**src/rtl/xor_reduce_pipe_if.sv**
```systemverilog
// Beat-in / result-out handshake bundle for the XOR reduction array.
// master = producer/consumer side (bench or integrator), slave = the array.
interface xor_reduce_pipe_if #(
  parameter int LANES = 8,
  parameter int FANIN = 4
);
  logic                   in_valid;
  logic                   in_ready;
  logic [LANES*FANIN-1:0] in_data;
  logic                   in_acc;
  logic                   acc_clr;
  logic                   out_valid;
  logic                   out_ready;
  logic [LANES-1:0]       out_data;

  modport master (
    output in_valid, in_data, in_acc, acc_clr, out_ready,
    input  in_ready, out_valid, out_data
  );

  modport slave (
    input  in_valid, in_data, in_acc, acc_clr, out_ready,
    output in_ready, out_valid, out_data
  );
endinterface

```
**src/rtl/xor_reduce_pipe.sv**
```systemverilog
// Pipelined per-lane XOR reduction with valid/ready flow control, an optional
// mid-tree register and a running XOR accumulator for chained beats.
module xor_reduce_pipe #(
  parameter int LANES   = 8,
  parameter int FANIN   = 4,
  parameter int MID_REG = 0
) (
  input  logic             clk,
  input  logic             rst,
  xor_reduce_pipe_if.slave bus
);
  localparam int DEPTH   = $clog2(FANIN);
  localparam int MID_LVL = (DEPTH / 2 < 1) ? 1 : DEPTH / 2;
  localparam int MID_W   = FANIN >> MID_LVL;

  // In-place halving keeps the (b0^b1)^(b2^b3) pairing at every level.
  function automatic logic tree_bit(input logic [FANIN-1:0] v);
    logic [FANIN-1:0] r;
    r = v;
    for (int k = 0; k < DEPTH; k++)
      for (int j = 0; j < FANIN / 2; j++)
        r[j] = r[2*j] ^ r[2*j+1];
    return r[0];
  endfunction

  function automatic logic [MID_W-1:0] mid_reduce(input logic [FANIN-1:0] v);
    logic [FANIN-1:0] r;
    r = v;
    for (int k = 0; k < MID_LVL; k++)
      for (int j = 0; j < FANIN / 2; j++)
        r[j] = r[2*j] ^ r[2*j+1];
    return r[MID_W-1:0];
  endfunction

  function automatic logic tail_bit(input logic [MID_W-1:0] v);
    logic [MID_W-1:0] r;
    r = v;
    for (int k = 0; k < DEPTH - MID_LVL; k++)
      for (int j = 0; j < MID_W / 2; j++)
        r[j] = r[2*j] ^ r[2*j+1];
    return r[0];
  endfunction

  logic [LANES-1:0] w_tree;
  logic             w_src_valid;
  logic             w_src_acc;
  logic             w_out_drain;
  logic             w_out_open;
  logic             w_out_load;
  logic [LANES-1:0] w_out_next;

  logic             r_out_valid;
  logic [LANES-1:0] r_out_data;
  logic [LANES-1:0] r_acc;

  assign w_out_drain = r_out_valid && bus.out_ready;
  assign w_out_open  = !r_out_valid || w_out_drain;
  assign w_out_load  = w_src_valid && w_out_open;
  assign w_out_next  = w_src_acc ? (w_tree ^ r_acc) : w_tree;

  generate
    if (MID_REG == 0) begin : g_direct
      for (genvar i = 0; i < LANES; i++) begin : g_lane
        assign w_tree[i] = tree_bit(bus.in_data[i*FANIN +: FANIN]);
      end
      assign w_src_valid  = bus.in_valid;
      assign w_src_acc    = bus.in_acc;
      assign bus.in_ready = w_out_open;
    end else begin : g_mid
      logic                   r_s1_valid;
      logic                   r_s1_acc;
      logic [LANES*MID_W-1:0] r_s1_data;
      logic [LANES*MID_W-1:0] w_mid;
      logic                   w_s1_fire;

      for (genvar i = 0; i < LANES; i++) begin : g_lane
        assign w_mid[i*MID_W +: MID_W] = mid_reduce(bus.in_data[i*FANIN +: FANIN]);
        assign w_tree[i]               = tail_bit(r_s1_data[i*MID_W +: MID_W]);
      end

      assign w_src_valid  = r_s1_valid;
      assign w_src_acc    = r_s1_acc;
      // S1 frees up in the same cycle it hands its beat to S_out.
      assign bus.in_ready = !r_s1_valid || w_out_load;
      assign w_s1_fire    = bus.in_valid && bus.in_ready;

      always_ff @(posedge clk or posedge rst) begin
        if (rst) begin
          r_s1_valid <= 1'b0;
          r_s1_acc   <= 1'b0;
          r_s1_data  <= '0;
        end else if (w_s1_fire) begin
          r_s1_valid <= 1'b1;
          r_s1_acc   <= bus.in_acc;
          r_s1_data  <= w_mid;
        end else if (w_out_load) begin
          r_s1_valid <= 1'b0;
        end
      end
    end
  endgenerate

  always_ff @(posedge clk or posedge rst) begin
    if (rst) begin
      r_out_valid <= 1'b0;
      r_out_data  <= '0;
      r_acc       <= '0;
    end else begin
      if (w_out_load) begin
        r_out_valid <= 1'b1;
        r_out_data  <= w_out_next;
      end else if (w_out_drain) begin
        r_out_valid <= 1'b0;
      end
      // A clear beats a same-cycle accumulate; that beat still saw the old value.
      if (bus.acc_clr)
        r_acc <= '0;
      else if (w_out_load && w_src_acc)
        r_acc <= w_out_next;
    end
  end

  assign bus.out_valid = r_out_valid;
  assign bus.out_data  = r_out_data;
endmodule
```
**src/flat_wrapper.sv**
```systemverilog
// flat-port wrapper written by rule: the top's interface ports become plain ports
module xor_reduce_pipe_flat 
#(
  parameter int LANES   = 8,
  parameter int FANIN   = 4,
  parameter int MID_REG = 0
)
  (clk, rst, bus_in_valid, bus_in_data, bus_in_acc, bus_acc_clr, bus_out_ready, bus_in_ready, bus_out_valid, bus_out_data);
  xor_reduce_pipe_if #(.LANES(LANES), .FANIN(FANIN)) bus_i ();
  input  logic clk;
  input  logic rst;
  input wire logic [$bits(bus_i.in_valid)-1:0] bus_in_valid;
  input wire logic [$bits(bus_i.in_data)-1:0] bus_in_data;
  input wire logic [$bits(bus_i.in_acc)-1:0] bus_in_acc;
  input wire logic [$bits(bus_i.acc_clr)-1:0] bus_acc_clr;
  input wire logic [$bits(bus_i.out_ready)-1:0] bus_out_ready;
  output wire logic [$bits(bus_i.in_ready)-1:0] bus_in_ready;
  output wire logic [$bits(bus_i.out_valid)-1:0] bus_out_valid;
  output wire logic [$bits(bus_i.out_data)-1:0] bus_out_data;
  assign bus_i.in_valid = bus_in_valid;
  assign bus_i.in_data = bus_in_data;
  assign bus_i.in_acc = bus_in_acc;
  assign bus_i.acc_clr = bus_acc_clr;
  assign bus_i.out_ready = bus_out_ready;
  assign bus_in_ready = bus_i.in_ready;
  assign bus_out_valid = bus_i.out_valid;
  assign bus_out_data = bus_i.out_data;
  xor_reduce_pipe #(.LANES(LANES), .FANIN(FANIN), .MID_REG(MID_REG)) u_core (.clk(clk), .rst(rst), .bus(bus_i));
endmodule
```
**config.mk**
```make
export PLATFORM = sky130hd
export DESIGN_NAME = xor_reduce_pipe_flat
export DESIGN_NICKNAME = d
export VERILOG_FILES = /design/src/rtl/xor_reduce_pipe_if.sv /design/src/rtl/xor_reduce_pipe.sv /design/src/flat_wrapper.sv
export SDC_FILE = /design/constraint.sdc
export NUM_CORES = 1
export LEC_CHECK = 0
export CAP_MARGIN = 20
export CORE_MARGIN = 2
export CORE_UTILIZATION = 44
export DETAILED_ROUTE_END_ITERATION = 10
export PLACE_DENSITY_LB_ADDON = 0.12
export SETUP_SLACK_MARGIN = 0.05
export SLEW_MARGIN = 20
export SYNTH_ARGS = -nofsm -noshare
export SYNTH_HDL_FRONTEND = slang
export SYNTH_SLANG_ARGS = --single-unit
```
**constraint.sdc**
```tcl
create_clock -name clk -period 2.5 [get_ports clk]
set_input_delay 0.625 -clock clk [delete_from_list [all_inputs] [get_ports clk]]
set_output_delay 0.625 -clock clk [all_outputs]
set_load 0.005 [all_outputs]
```
==> run_results.csv <==
group,metric,value,unit
run,maxCapViolations,0,
placed_design,place_hpwl,1530,µm
layout,antenna_cells,0,
setup_path,cp_slowest_stage_delay,0.51,ns
placed_design,io_buffers,47,
global_routing,grt_pass1_wl,3080,µm
setup_path,worstPathArrival,1.72,ns
global_routing,grt_pass1_vias,743,
synth,synthTopCellsByArea,"dfrtp_1, xnor3_1, xnor2_2",
layout,nets,161,
drt,wl_per_cell,12.9,µm
global_routing,grt_max_degree,18,
pwr,finalPower,832,µW
clock_network,cts.sinks,17,
synth,synthArstFlopShare,1.00,
layout,multi_input_area,619,µm²
synth,synth_top_area_share,0.400,
sta,final_max_slew_viol_count,0,
drt,antenna_left,0,
floorplanning,dieArea,2830,µm²
setup_path,worstSetupPathType,"in -> out",
layout,finish.instance_area,1580,µm²
setup_path,cp_cell_sequence,"clkdlybuf4s50_1 > nand2b_4 > clkdlybuf4s50_1",
sta,setup-tns-final,0,ns
setup_path,crit_family,"buffers and inverters",
setup_path,slowest_stage,"clkdlybuf4s50_1",
sta,fin_crit,2.35,ns
clock_network,numCtsBuffers,3,
floorplanning,die_y,53.2,µm
layout,fin_cells,150,
sta,period_share,0.939,
synth,synthesis.area,1060,µm²
placed_design,place_congestion,0.673,
sta,tightestPinTransition,0.793,ns
floorplanning,die_x,53.2,µm
synth,synthTopCellsByCount,"dfrtp_1, nand2_1",
global_routing,grtUsageTotal,0.155,
synth,synthCells,73,
setup_path,end_kind,"output pin",
pwr,p_leak,0.704,nW
synth,seq_area_frac_synth,0.400,
setup_path,worst-path-max-fanout,5,
clock_network,post-cts-setup-buffers,0,
layout,drive_gt1_frac,0.221,
setup_path,critPathMostFrequentCell,"clkdlybuf4s50_1",
placed_design,place_ws,0.142,ns
clock_network,ctsHtreeMaxLevel,1,
pwr,power.density,527,nW/µm²
global_routing,grt_overflow,0,
synth,postSynthRegisterBits,17,
layout,fin_util,0.701,
clock_network,tritoncts,"yes",
sta,setup_viol,0,
clock_network,clkTransAtPathRegs,0.09,ns
setup_path,path_buf_inv,2,
floorplanning,fp-row-count,17,
synth,synth_edf_count,0,
synth,ys_types,15,
floorplanning,start_util,0.472,
layout,num-fill-cells,178,
setup_path,start_kind,"primary input",
pwr,ir_drop,0.471,mV
placed_design,dp.cells,146,
hold_path,hp-class,"reg -> reg",
sta,max-slew-margin-rel,0.469,
clock_network,cts_buffer_depth,2,
sta,setup_ws,0.152,ns
synth,synth.avg_cell_area,14.6,µm²
synth,yosysTopAreaCell,"dfrtp_1",
synth,yosys_warnings,0,
clock_network,root_buffer,"clkbuf_4",
drt,first_iter_violations,3,
synth,synth_flop_cell,"dfrtp_1",
sta,hold_viol_final,0,
drt,totalWireLength,1930,µm
synth,synthesis.nets,111,
sta,rsz0062_at_grt,"false",
run_status,status,"complete, no violations",
clock_network,holdBufCountCts,0,
floorplanning,core,2250,µm²
layout,seq_area,425,µm²
global_routing,grt_antenna_before_repair,0,
floorplanning,io_pins,48,
drt,via_per_inst,4.98,
drt,drc,0,
sta,clock.fmax,0.426,GHz
clock_network,ctsResizeCount,0,
drt,vias,747,
placed_design,dpl-instance-area,1550,µm²
sta,fin_skew,0.00255,ns
clock_network,insertion_delay,0.29,ns
setup_path,required,1.88,ns
synth,synth_most_common_cell,"dfrtp_1",
sta,timing.hold.ws,0.507,ns
layout,area_growth,48.6,%
drt,dr.pass1.iters,2,
worst reg2reg max path, delay by kind of cell (launching register included):
family          cells  cell delay (ns)
flops               1             0.40
simple gates        1             0.08
compound gates      2             0.88
area by class of cell:
class	count	share of cell area
timing repair buffer	47	0.298
multi-input combinational	53	0.392
inverter	1	0.00238
sequential	17	0.269
tap	28	0.0222
clock buffer	4	0.0166
sequential cells by signal, summed over array words and instances, names as in the netlist:
name,cells
u_core.bus.out_data,8
u_core.bus.out_valid,1
u_core.r_acc,8
routing by layer:
metal | track usage | share of wire | vias to the layer above
li1 | - | - | 352
met1 | 0.168 | 0.38 | 366
met2 | 0.281 | 0.53 | 25
met3 | 0.0508 | 0.076 | 4
met4 | 0.0513 | 0.010 | 0
met5 | 0 | 0 | -
worst paths after layout:
check                                            startpoint  depth (start not counted)                                 end  slack, ns
max in group asynchronous                               rst                          2  u_core.bus.out_data[7]$_DFFE_PP0P_       1.39
hold reg to reg                 u_core.r_acc[0]$_DFFE_PP0P_                          1         u_core.r_acc[0]$_DFFE_PP0P_       0.51
hold / removal                  u_core.r_acc[0]$_DFFE_PP0P_                          1         u_core.r_acc[0]$_DFFE_PP0P_       0.51
setup reg to reg           u_core.bus.out_valid$_DFFE_PP0P_                          3         u_core.r_acc[5]$_DFFE_PP0P_       1.09
setup / recovery                              bus_out_ready                          3                        bus_in_ready       0.15
min in group asynchronous                               rst                          2    u_core.bus.out_valid$_DFFE_PP0P_       0.71
report_power, final:
part           total (mW)  internal (mW)  switching (mW)
clock               0.146         0.0622          0.0834
combinational       0.333          0.236          0.0965
sequential          0.354          0.327          0.0267
total               0.832          0.626           0.207
cells in the final DEF, fill, tap and decap left out, types with 2 or more instances in the layout:
master / instances
xnor2_2: 8
clkbuf_4: 3
mux2_2: 8
dfrtp_1: 17
xnor2_1: 8
clkdlybuf4s50_1: 47
a22o_1: 2
xnor3_1: 8
a22o_2: 6
nand2_1: 9
logic make-up after synthesis:
group	synth area share
AOI/OAI and AO/OA	0.0788
xor gates and xnor gates	0.358
buffers and inverters	0.0176
DFF	0.400
muxes	0.0847
and+or+nand+nor	0.0612
No activity file was read; power rests on OpenSTA's default activity.
